**config.mk**
```make
export PLATFORM = sky130hd
export DESIGN_NAME = hufftree_sched
export DESIGN_NICKNAME = d
export VERILOG_FILES = /design/src/rtl/hufftree_sched.sv
export SDC_FILE = /design/constraint.sdc
export NUM_CORES = 1
export LEC_CHECK = 0
export ABC_AREA = 1
export CELL_PAD_IN_SITES_DETAIL_PLACEMENT = 1
export CELL_PAD_IN_SITES_GLOBAL_PLACEMENT = 1
export CORE_MARGIN = 2
export CORE_UTILIZATION = 36
export DETAILED_ROUTE_END_ITERATION = 10
export PLACE_DENSITY_LB_ADDON = 0.1
export SLEW_MARGIN = 20
export SYNTH_ARGS = -nofsm -noshare
export SYNTH_HDL_FRONTEND = slang
export SYNTH_SLANG_ARGS = --single-unit
```
**constraint.sdc**
```tcl
create_clock -name clk -period 2.1 [get_ports clk]
set_input_delay 0.315 -clock clk [delete_from_list [all_inputs] [get_ports clk]]
set_output_delay 0.315 -clock clk [all_outputs]
set_load 0.05 [all_outputs]
```
**src/rtl/hufftree_sched.sv**
```systemverilog
// hufftree_sched: job scheduler and buffer-port arbiter for the Huffman tree
// generator.
//
// Jobs (bank, symbol count, buffer bias) are queued in a small FIFO. The
// generator is launched one job at a time. While a job runs, its table writes
// are steered to the selected decode-table bank. The code-length buffer port
// belongs to the header loader only while the scheduler is idle with nothing
// queued. A watchdog halts the scheduler if the generator never finishes.
//
// Ports:
//   clk, rst_n                     clock, asynchronous active-low reset
//   job_valid/job_ready            job push handshake
//   job_bank/job_tree_num/job_bias job descriptor
//   job_done/done_bank             registered completion pulse and its bank
//   busy, q_level                  activity flag and FIFO occupancy
//   gen_inc                        generator start pulse
//   gen_tree_num/gen_bias          parameters of the current job
//   gen_buff_addr/gen_winc         generator buffer address, table write strobe
//   gen_finish                     generator completion pulse
//   ldr_we/ldr_addr/ldr_ready      loader buffer write port and grant
//   buf_addr/buf_we                arbitrated code-length buffer port
//   bank_we                        one-hot decode-table write enables
//   err_cfg/err_timeout/err_clr    sticky errors and their clear

module hufftree_sched #(
    parameter int unsigned QDEPTH    = 4,
    parameter int unsigned NBANK     = 3,
    parameter int unsigned TO_CYCLES = 4096
) (
    input  logic                           clk,
    input  logic                           rst_n,
    input  logic                           job_valid,
    output logic                           job_ready,
    input  logic [1:0]                     job_bank,
    input  logic [5:0]                     job_tree_num,
    input  logic [5:0]                     job_bias,
    output logic                           job_done,
    output logic [1:0]                     done_bank,
    output logic                           busy,
    output logic [$clog2(QDEPTH+1)-1:0]    q_level,
    output logic                           gen_inc,
    output logic [5:0]                     gen_tree_num,
    output logic [5:0]                     gen_bias,
    input  logic [8:0]                     gen_buff_addr,
    input  logic                           gen_winc,
    input  logic                           gen_finish,
    input  logic                           ldr_we,
    input  logic [8:0]                     ldr_addr,
    output logic                           ldr_ready,
    output logic [8:0]                     buf_addr,
    output logic                           buf_we,
    output logic [NBANK-1:0]               bank_we,
    output logic                           err_cfg,
    output logic                           err_timeout,
    input  logic                           err_clr
);

    localparam int unsigned QW = $clog2(QDEPTH + 1);
    localparam int unsigned PW = $clog2(QDEPTH);
    localparam int unsigned WW = (TO_CYCLES > 1) ? $clog2(TO_CYCLES) : 1;

    typedef enum logic [1:0] {
        S_IDLE,
        S_LAUNCH,
        S_RUN,
        S_HALT
    } state_t;

    state_t state, state_nx;

    logic [1:0]    q_bank [QDEPTH];
    logic [5:0]    q_tree [QDEPTH];
    logic [5:0]    q_bias [QDEPTH];
    logic [PW-1:0] wr_ptr, rd_ptr;
    logic [QW-1:0] count;

    logic [1:0]    cur_bank;
    logic [5:0]    cur_tree_num;
    logic [5:0]    cur_bias;
    logic [WW-1:0] wd_cnt;

    logic empty, full, cfg_ok, push, cfg_err, pop, timeout;

    assign empty  = (count == '0);
    assign full   = (count == QW'(QDEPTH));
    assign cfg_ok = (32'(job_bank) < NBANK) && (job_tree_num != '0);

    // A rejected job still consumes the handshake; it just never enters the FIFO.
    assign push    = job_valid & job_ready & cfg_ok;
    assign cfg_err = job_valid & job_ready & ~cfg_ok;

    // Next-state logic. Finishing with work queued goes straight to LAUNCH,
    // skipping IDLE, so back-to-back jobs lose no cycle.
    always_comb begin
        state_nx = state;
        pop      = 1'b0;
        timeout  = 1'b0;
        case (state)
            S_IDLE: begin
                if (!empty) begin
                    pop      = 1'b1;
                    state_nx = S_LAUNCH;
                end
            end
            S_LAUNCH: state_nx = S_RUN;
            S_RUN: begin
                if (gen_finish) begin
                    if (!empty) begin
                        pop      = 1'b1;
                        state_nx = S_LAUNCH;
                    end else begin
                        state_nx = S_IDLE;
                    end
                end else if (wd_cnt == WW'(TO_CYCLES - 1)) begin
                    timeout  = 1'b1;
                    state_nx = S_HALT;
                end
            end
            S_HALT: begin
                if (err_clr) state_nx = S_IDLE;
            end
            default: state_nx = S_IDLE;
        endcase
    end

    always_ff @(posedge clk or negedge rst_n) begin
        if (!rst_n) state <= S_IDLE;
        else        state <= state_nx;
    end

    // FIFO storage needs no reset; occupancy is tracked by count.
    always_ff @(posedge clk) begin
        if (push) begin
            q_bank[wr_ptr] <= job_bank;
            q_tree[wr_ptr] <= job_tree_num;
            q_bias[wr_ptr] <= job_bias;
        end
    end

    always_ff @(posedge clk or negedge rst_n) begin
        if (!rst_n) begin
            wr_ptr <= '0;
            rd_ptr <= '0;
            count  <= '0;
        end else begin
            if (push) wr_ptr <= wr_ptr + 1'b1;
            if (pop)  rd_ptr <= rd_ptr + 1'b1;
            case ({push, pop})
                2'b10:   count <= count + 1'b1;
                2'b01:   count <= count - 1'b1;
                default: count <= count;
            endcase
        end
    end

    always_ff @(posedge clk or negedge rst_n) begin
        if (!rst_n) begin
            cur_bank     <= '0;
            cur_tree_num <= '0;
            cur_bias     <= '0;
            wd_cnt       <= '0;
            job_done     <= 1'b0;
            done_bank    <= '0;
            err_cfg      <= 1'b0;
            err_timeout  <= 1'b0;
        end else begin
            if (pop) begin
                cur_bank     <= q_bank[rd_ptr];
                cur_tree_num <= q_tree[rd_ptr];
                cur_bias     <= q_bias[rd_ptr];
            end

            // RUN is only ever entered from LAUNCH, so clearing there restarts
            // the watchdog on every entry.
            if (state == S_LAUNCH)  wd_cnt <= '0;
            else if (state == S_RUN) wd_cnt <= wd_cnt + 1'b1;

            job_done <= (state == S_RUN) & gen_finish;
            if ((state == S_RUN) && gen_finish) done_bank <= cur_bank;

            // A new error event outranks a simultaneous clear.
            if (cfg_err)      err_cfg <= 1'b1;
            else if (err_clr) err_cfg <= 1'b0;

            if (timeout)      err_timeout <= 1'b1;
            else if (err_clr) err_timeout <= 1'b0;
        end
    end

    always_comb begin
        bank_we = '0;
        if ((state == S_RUN) && gen_winc) begin
            for (int unsigned b = 0; b < NBANK; b++) begin
                bank_we[b] = (32'(cur_bank) == b);
            end
        end
    end

    assign job_ready    = ~full;
    assign busy         = (state != S_IDLE) || !empty;
    assign q_level      = count;
    assign gen_inc      = (state == S_LAUNCH);
    assign gen_tree_num = cur_tree_num;
    assign gen_bias     = cur_bias;
    assign ldr_ready    = (state == S_IDLE) && empty;
    assign buf_addr     = ldr_ready ? ldr_addr : gen_buff_addr;
    assign buf_we       = ldr_we & ldr_ready;

endmodule

```
==> results of run 1 <==
==> state kept, by name, summed over array words and instances (netlist names) <==
register,flops
wr_ptr,2
q_tree,24
gen_tree_num,6
q_bank,8
gen_bias,6
err_cfg,1
q_level,3
err_timeout,1
rd_ptr,2
q_bias,24
done_bank,2
job_done,1
cur_bank,2
wd_cnt,12
state,2
==> final cells by class <==
class | count | area (sq um) | area share (%)
tap | 143 | 179 | 3.05
timing repair buffer | 104 | 1180 | 20.1
clock buffer | 12 | 246 | 4.20
multi-input combinational | 272 | 1370 | 23.2
inverter | 36 | 143 | 2.43
sequential | 96 | 2690 | 45.7
clock inverter | 4 | 76.3 | 1.30
==> worst max-delay path, delay by kind of cell (launching register included) <==
family,cells,cell delay (ns)
simple gates,3,0.25
fa+ha+maj,1,0.15
buf+inv,4,0.57
flops,1,0.39
==> cells by family after synthesis <==
family / after synthesis / share of synthesized area [%]
XOR/XNOR: 4 / 0.833
AND/OR/NAND/NOR: 189 / 17.7
AO/OA/AOI/OAI: 67 / 9.02
adder cells (fa/ha/maj): 12 / 3.75
flip-flops: 96 / 63.8
buffers and inverters: 48 / 4.88
==> routing by layer <==
metal / up-vias / track usage [%] / part of all wire, % / wire length, um
li1: 1583 / - / - / -
met1: 1529 / 25.8 / 50 / 5240
met4: 0 / 6.59 / 1.6 / 169
met5: - / 0 / 0 / 0
met3: 12 / 3.29 / 3.3 / 345
met2: 61 / 26.9 / 45 / 4770
==> repair_timing <==
| item | CTS | global route |
|---|---|---|
| gates cloned | 0 | 1 |
| endpoints found under the hold margin | 22 | 0 |
| hold buffers | 1 | 0 |
| gates resized for setup | 7 | 8 |
| setup buffers | 1 | 2 |
| setup endpoints to repair | 10 | 11 |
| pin swaps | 0 | 2 |
==> power by group <==
group / internal, mW / total, mW / leakage, nW / switching (mW)
Combinational: 1.54 / 4.22 / 1.29 / 2.68
Clock: 1.08 / 1.78 / 0.153 / 0.702
Sequential: 2.49 / 2.74 / 1.01 / 0.247
==> per-stage QoR <==
stage / area (sq um) / power (mW)
3_5_place_dp: 5450 / 6.87
4_1_cts: 5810 / 8.76
2_1_floorplan: 4230 / 5.34
3_3_place_gp: 5450 / 6.75
5_1_grt: 5880 / 9.36
6_report: 5880 / 8.74
==> placed cells by master, fill, tap and decap left out, types with 3 or more instances in the layout <==
master	Yosys	final
buf_12	0	18
nand2_1	110	108
nand2_2	1	3
o22ai_1	13	13
inv_1	34	31
dfrtp_1	40	36
buf_4	2	23
nand3_1	10	9
a21oi_1	6	6
nor3_1	6	6
edfxtp_1	56	56
o21bai_1	3	3
clkdlybuf4s50_1	0	57
inv_2	0	3
dfrtp_2	0	4
ha_1	11	9
o21ai_0	41	40
clkbuf_16	0	10
nor2_2	2	3
nor2_1	58	57
==> final timing paths <==
kind | to | slack (ns)
setup / recovery | buf_addr[3] | 0.08
hold / removal | gen_bias[3] | 0.48
setup reg to reg | q_level[2] | 0.15
hold reg to reg | gen_bias[3] | 0.48
max in group asynchronous | state[1] | 1.09
min in group asynchronous | gen_bias[2] | 0.49
==> impl_metrics.tcl, run 1 <==
set metrics [dict create \
    clk_pin_slew_ns 0.07 \
    port_buffers 75 \
    clk_latency_ns 0.35 \
    setup_viol 0 \
    path_cells "inv_2 -> buf_6 -> ha_4 -> nand3_4 -> clkbuf_16 -> nand2_1 -> nand2_1 -> buf_12" \
    p_per_area_nw_per_um2 1490 \
    gp_congestion 0.726 \
    antenna_cells 0 \
    crit_type "flop to output pin" \
    ys_ff_latch 96 \
    rr_worst_depth 12 \
    netlist_top_cells_area "edfxtp_1 40%, dfrtp_1 24%, nand2_1 9.8%" \
    coreArea_sq_um 11400 \
    hold_path_class "flop to flop" \
    synth-edff-count 56 \
    drc 0 \
    tns_ns 0 \
    ant_nets 0 \
    setup_slack_ns 0.0814 \
    dr.first_iter.drc_count 157 \
    status "finished clean" \
    post-synth-top-count-cell "nand2_1" \
    relSlewSlack_pct 63.7 \
    synth_common_cells "110 x nand2_1, 58 x nor2_1, 56 x edfxtp_1" \
    synthArstFlopShare_pct 41.7 \
    maxSlewViolCount 0 \
    critPathMostFrequentCell "nand2_1" \
    synth-main-ff-cell "edfxtp_1" \
    synth_cell_types 28 \
    gr-total-overflow 0 \
    nFillCells 1266 \
    netlist_area_sq_um 4210 \
    cap_viol_max_count 0 \
    hp-start "gen_bias[3]" \
    p_leak_nw 2.45 \
    cts_buffers 9 \
    via_per_inst 4.78 \
    cp_max_fo 6 \
    period_minus_slack_ns 2.02 \
    syn-instance-count 416 \
    yosys.area.top_type "edfxtp_1" \
    firstDrtPassIters 4 \
    hpwl_um 7290 \
    end_kind "output pin" \
    routedWlPerCell_um 15.8 \
    max_freq_mhz 495 \
    dp_cells 646 \
    grt_pass1_wl_um 17400 \
    syn-num-nets 467 \
    antenna_found_initial 0 \
    fin_skew_ns 0.00877 \
    period_share_pct 96.1 \
    cp_slowest_cell "dfrtp_1" \
    initial_utilization_pct 36.8 \
    fin_util_pct 51.5 \
    cts_max_level 3 \
    clock_sinks 96 \
    yosysTopAreaCellShare_pct 40.0 \
    synth-seq-area-share_pct 63.8 \
    cp_slowest_stage_delay_ns 0.39 \
    die_y_um 112 \
    fin_cells 667 \
    start_kind "flop" \
    cp.arrival_ns 1.70 \
    startpoint "state[0]" \
    clk_path_buf_depth 2 \
    grt_max_degree 30 \
    tightest_slew_ns 0.545 \
    layout-drive-gt1-share_pct 15.5 \
    die_w_um 112 \
    dp_slack_ns -0.253 \
    holdPathStages 2 \
    grt_pass1_vias 3319 \
    yosys_warnings 0 \
    ios 76 \
    cts_tree "yes" \
    fin_nets 570 \
    dieArea_sq_um 12600 \
    required_ns 1.78 \
    wirelength_um 10500 \
    synth_area_per_cell_sq_um 10.1 \
    routed-via-count 3185 \
    ir_worst_vdd_mv 0.798 \
    rows 39 \
    finalHoldViolCount 0 \
    grtUsageTotal_pct 17.8 \
    whs_ns 0.479 \
    timing.rr.start "state[0]" \
    syn_to_final_growth_pct 39.7 \
    cts_root_buf "clkbuf_16" \
]
No activity file was read; power rests on OpenSTA's default activity.
==> run 2: changes to the inputs <==
--- a/config.mk
+++ b/config.mk
@@ -10,6 +10,7 @@
 export CELL_PAD_IN_SITES_GLOBAL_PLACEMENT = 1
 export CORE_MARGIN = 2
 export CORE_UTILIZATION = 36
+export CTS_BUF_LIST = sky130_fd_sc_hd__clkbuf_4 sky130_fd_sc_hd__clkbuf_8 sky130_fd_sc_hd__clkbuf_16
 export DETAILED_ROUTE_END_ITERATION = 10
 export PLACE_DENSITY_LB_ADDON = 0.1
 export SLEW_MARGIN = 20
==> impl_metrics.tcl, run 2 (synthesized netlist as in run 1, its figures left out) <==
set metrics [dict create \
    status "finished clean" \
    grt_max_degree 30 \
    via_per_inst 4.80 \
    grtUsageTotal_pct 17.8 \
    wl_met2_um 4790 \
    maxSlewViolCount 0 \
    cp_slowest_cell "dfrtp_1" \
    cts_buffers 9 \
    relSlewSlack_pct 63.6 \
    reg.largest.list "q_bias: 24 flops, q_tree: 24 flops, wd_cnt: 12 flops" \
    cts_tree "yes" \
    cp_max_fo 6 \
    initial_utilization_pct 36.8 \
    finalHoldViolCount 0 \
    wl_met3_um 329 \
    fin_nets 570 \
    crit_type "flop to output pin" \
    ant_nets 0 \
    routedWlPerCell_um 15.8 \
    rows 39 \
    required_ns 1.78 \
    setup_viol 0 \
    gr-total-overflow 0 \
    port_buffers 75 \
    p_leak_nw 2.46 \
    sequentialPowerShare_pct 31.2 \
    cap_viol_max_count 0 \
    firstDrtPassIters 4 \
    p_switching_mw 3.63 \
    final_cell_mix "108 x nand2_1, 57 x nor2_1, 57 x clkdlybuf4s50_1" \
    clockPowerShare_pct 20.6 \
    clk_latency_ns 0.34 \
    p_sw_share_pct 41.4 \
    cp_slowest_stage_delay_ns 0.39 \
    antenna_found_initial 0 \
    path_cells "inv_2 -> buf_6 -> ha_4 -> nand3_4 -> clkbuf_16 -> nand2_1 -> nand2_1 -> buf_12" \
    cp.arrival_ns 1.70 \
    grt_pass1_wl_um 17400 \
    layout-drive-gt1-share_pct 15.8 \
    tns_ns 0 \
    hpwl_um 7290 \
    final_common_cell "nand2_1" \
    critPathMostFrequentCell "nand2_1" \
    clock_sinks 96 \
    fin_skew_ns 0.00774 \
    cts_root_buf "clkbuf_16" \
    clk_path_buf_depth 2 \
    antenna_cells 0 \
    dr.first_iter.drc_count 156 \
    max_freq_mhz 496 \
    drc 0 \
    syn_to_final_growth_pct 39.9 \
    tightest_slew_ns 0.545 \
    drt-met1-wl_um 5250 \
    hold_path_class "flop to flop" \
    cts_max_level 3 \
    grt_pass1_vias 3321 \
    die_y_um 112 \
    routed-via-count 3203 \
    dieArea_sq_um 12600 \
    gp_congestion 0.726 \
    ios 76 \
    top_layer "met4" \
    die_w_um 112 \
    ir_worst_vdd_mv 0.798 \
    coreArea_sq_um 11400 \
    start_kind "flop" \
    clk_pin_slew_ns 0.07 \
    period_share_pct 96.1 \
    end_kind "output pin" \
    fin_util_pct 51.5 \
    comb_power_share_pct 48.2 \
    p_int_mw 5.14 \
    period_minus_slack_ns 2.02 \
    wirelength_um 10500 \
    p_per_area_nw_per_um2 1490 \
]
==> run 2: cell types whose count changed in the layout (fill, tap and decap cells not counted) <==
| cell | change |
|---|---|
| clkbuf_1 | -2 |
| clkbuf_4 | +2 |
==> run 2: path summary, 6_finish.rpt <==
| path | startpoint | to | slack (ns) | cells past startpoint |
|---|---|---|---|---|
| worst max-delay path | state[0] | buf_addr[3] | 0.08 | 8 |
| worst min-delay path | gen_bias[3] | gen_bias[3] | 0.48 | 2 |
| worst max register to register | state[0] | q_level[2] | 0.14 | 12 |
| worst min register to register | gen_bias[3] | gen_bias[3] | 0.48 | 2 |
| max in group asynchronous | rst_n | state[1] | 1.09 | 3 |
| min in group asynchronous | rst_n | gen_bias[2] | 0.49 | 2 |
==> run 2: power groups by stage <==
stage | Sequential, mW | Combinational (mW) | Clock, mW
after detailed placement | 2.77 | 4.10 | 0
after global placement | 2.75 | 4.00 | 0
after global routing | 2.79 | 4.67 | 1.93
after floorplan | 3.33 | 2.00 | 0
final | 2.74 | 4.22 | 1.81
after CTS | 2.74 | 4.19 | 1.85
==> run 2: critical path: cells and delay by family (launching register included) <==
kind | cells | cell delay (ns)
flip-flops | 1 | 0.39
adder cells (fa/ha/maj) | 1 | 0.15
AND/OR/NAND/NOR | 3 | 0.25
buffers and inverters | 4 | 0.57
==> run 2: final cells by class <==
class | count | area (sq um)
multi-input combinational | 272 | 1370
timing repair buffer | 104 | 1180
sequential | 96 | 2690
clock buffer | 12 | 254
fill | 1266 | 5540
inverter | 36 | 143
clock inverter | 4 | 76.3
tap | 143 | 179
==> run 2: what timing repair did <==
action / in CTS / in global routing
gates cloned: 0 / 1
setup buffers: 1 / 2
pin swaps: 0 / 2
gates resized for setup: 7 / 8
hold buffers: 1 / 0
endpoints found under the hold margin: 22 / 0
setup endpoints to repair: 10 / 11
==> run 2: routing by layer <==
layer  vias to the layer above  global-route usage, %
li1                       1584                      -
met1                      1548                   25.8
met2                        59                   26.9
met3                        12                   3.29
met4                         0                   6.59
met5                         -                      0
==> run 2: metrics by stage <==
step	cell area [sq um]	std cells	hold WS [ns]	setup slack, ns	power, mW
final	5880	667	0.479	0.0820	8.77
after global routing	5880	667	0.506	-0.000429	9.39
after CTS	5820	664	0.484	0.0379	8.78
after detailed placement	5450	646	0.330	-0.253	6.87
after global placement	5450	646	0.330	-0.228	6.75
after floorplan	4230	416	0.0194	-0.0269	5.34
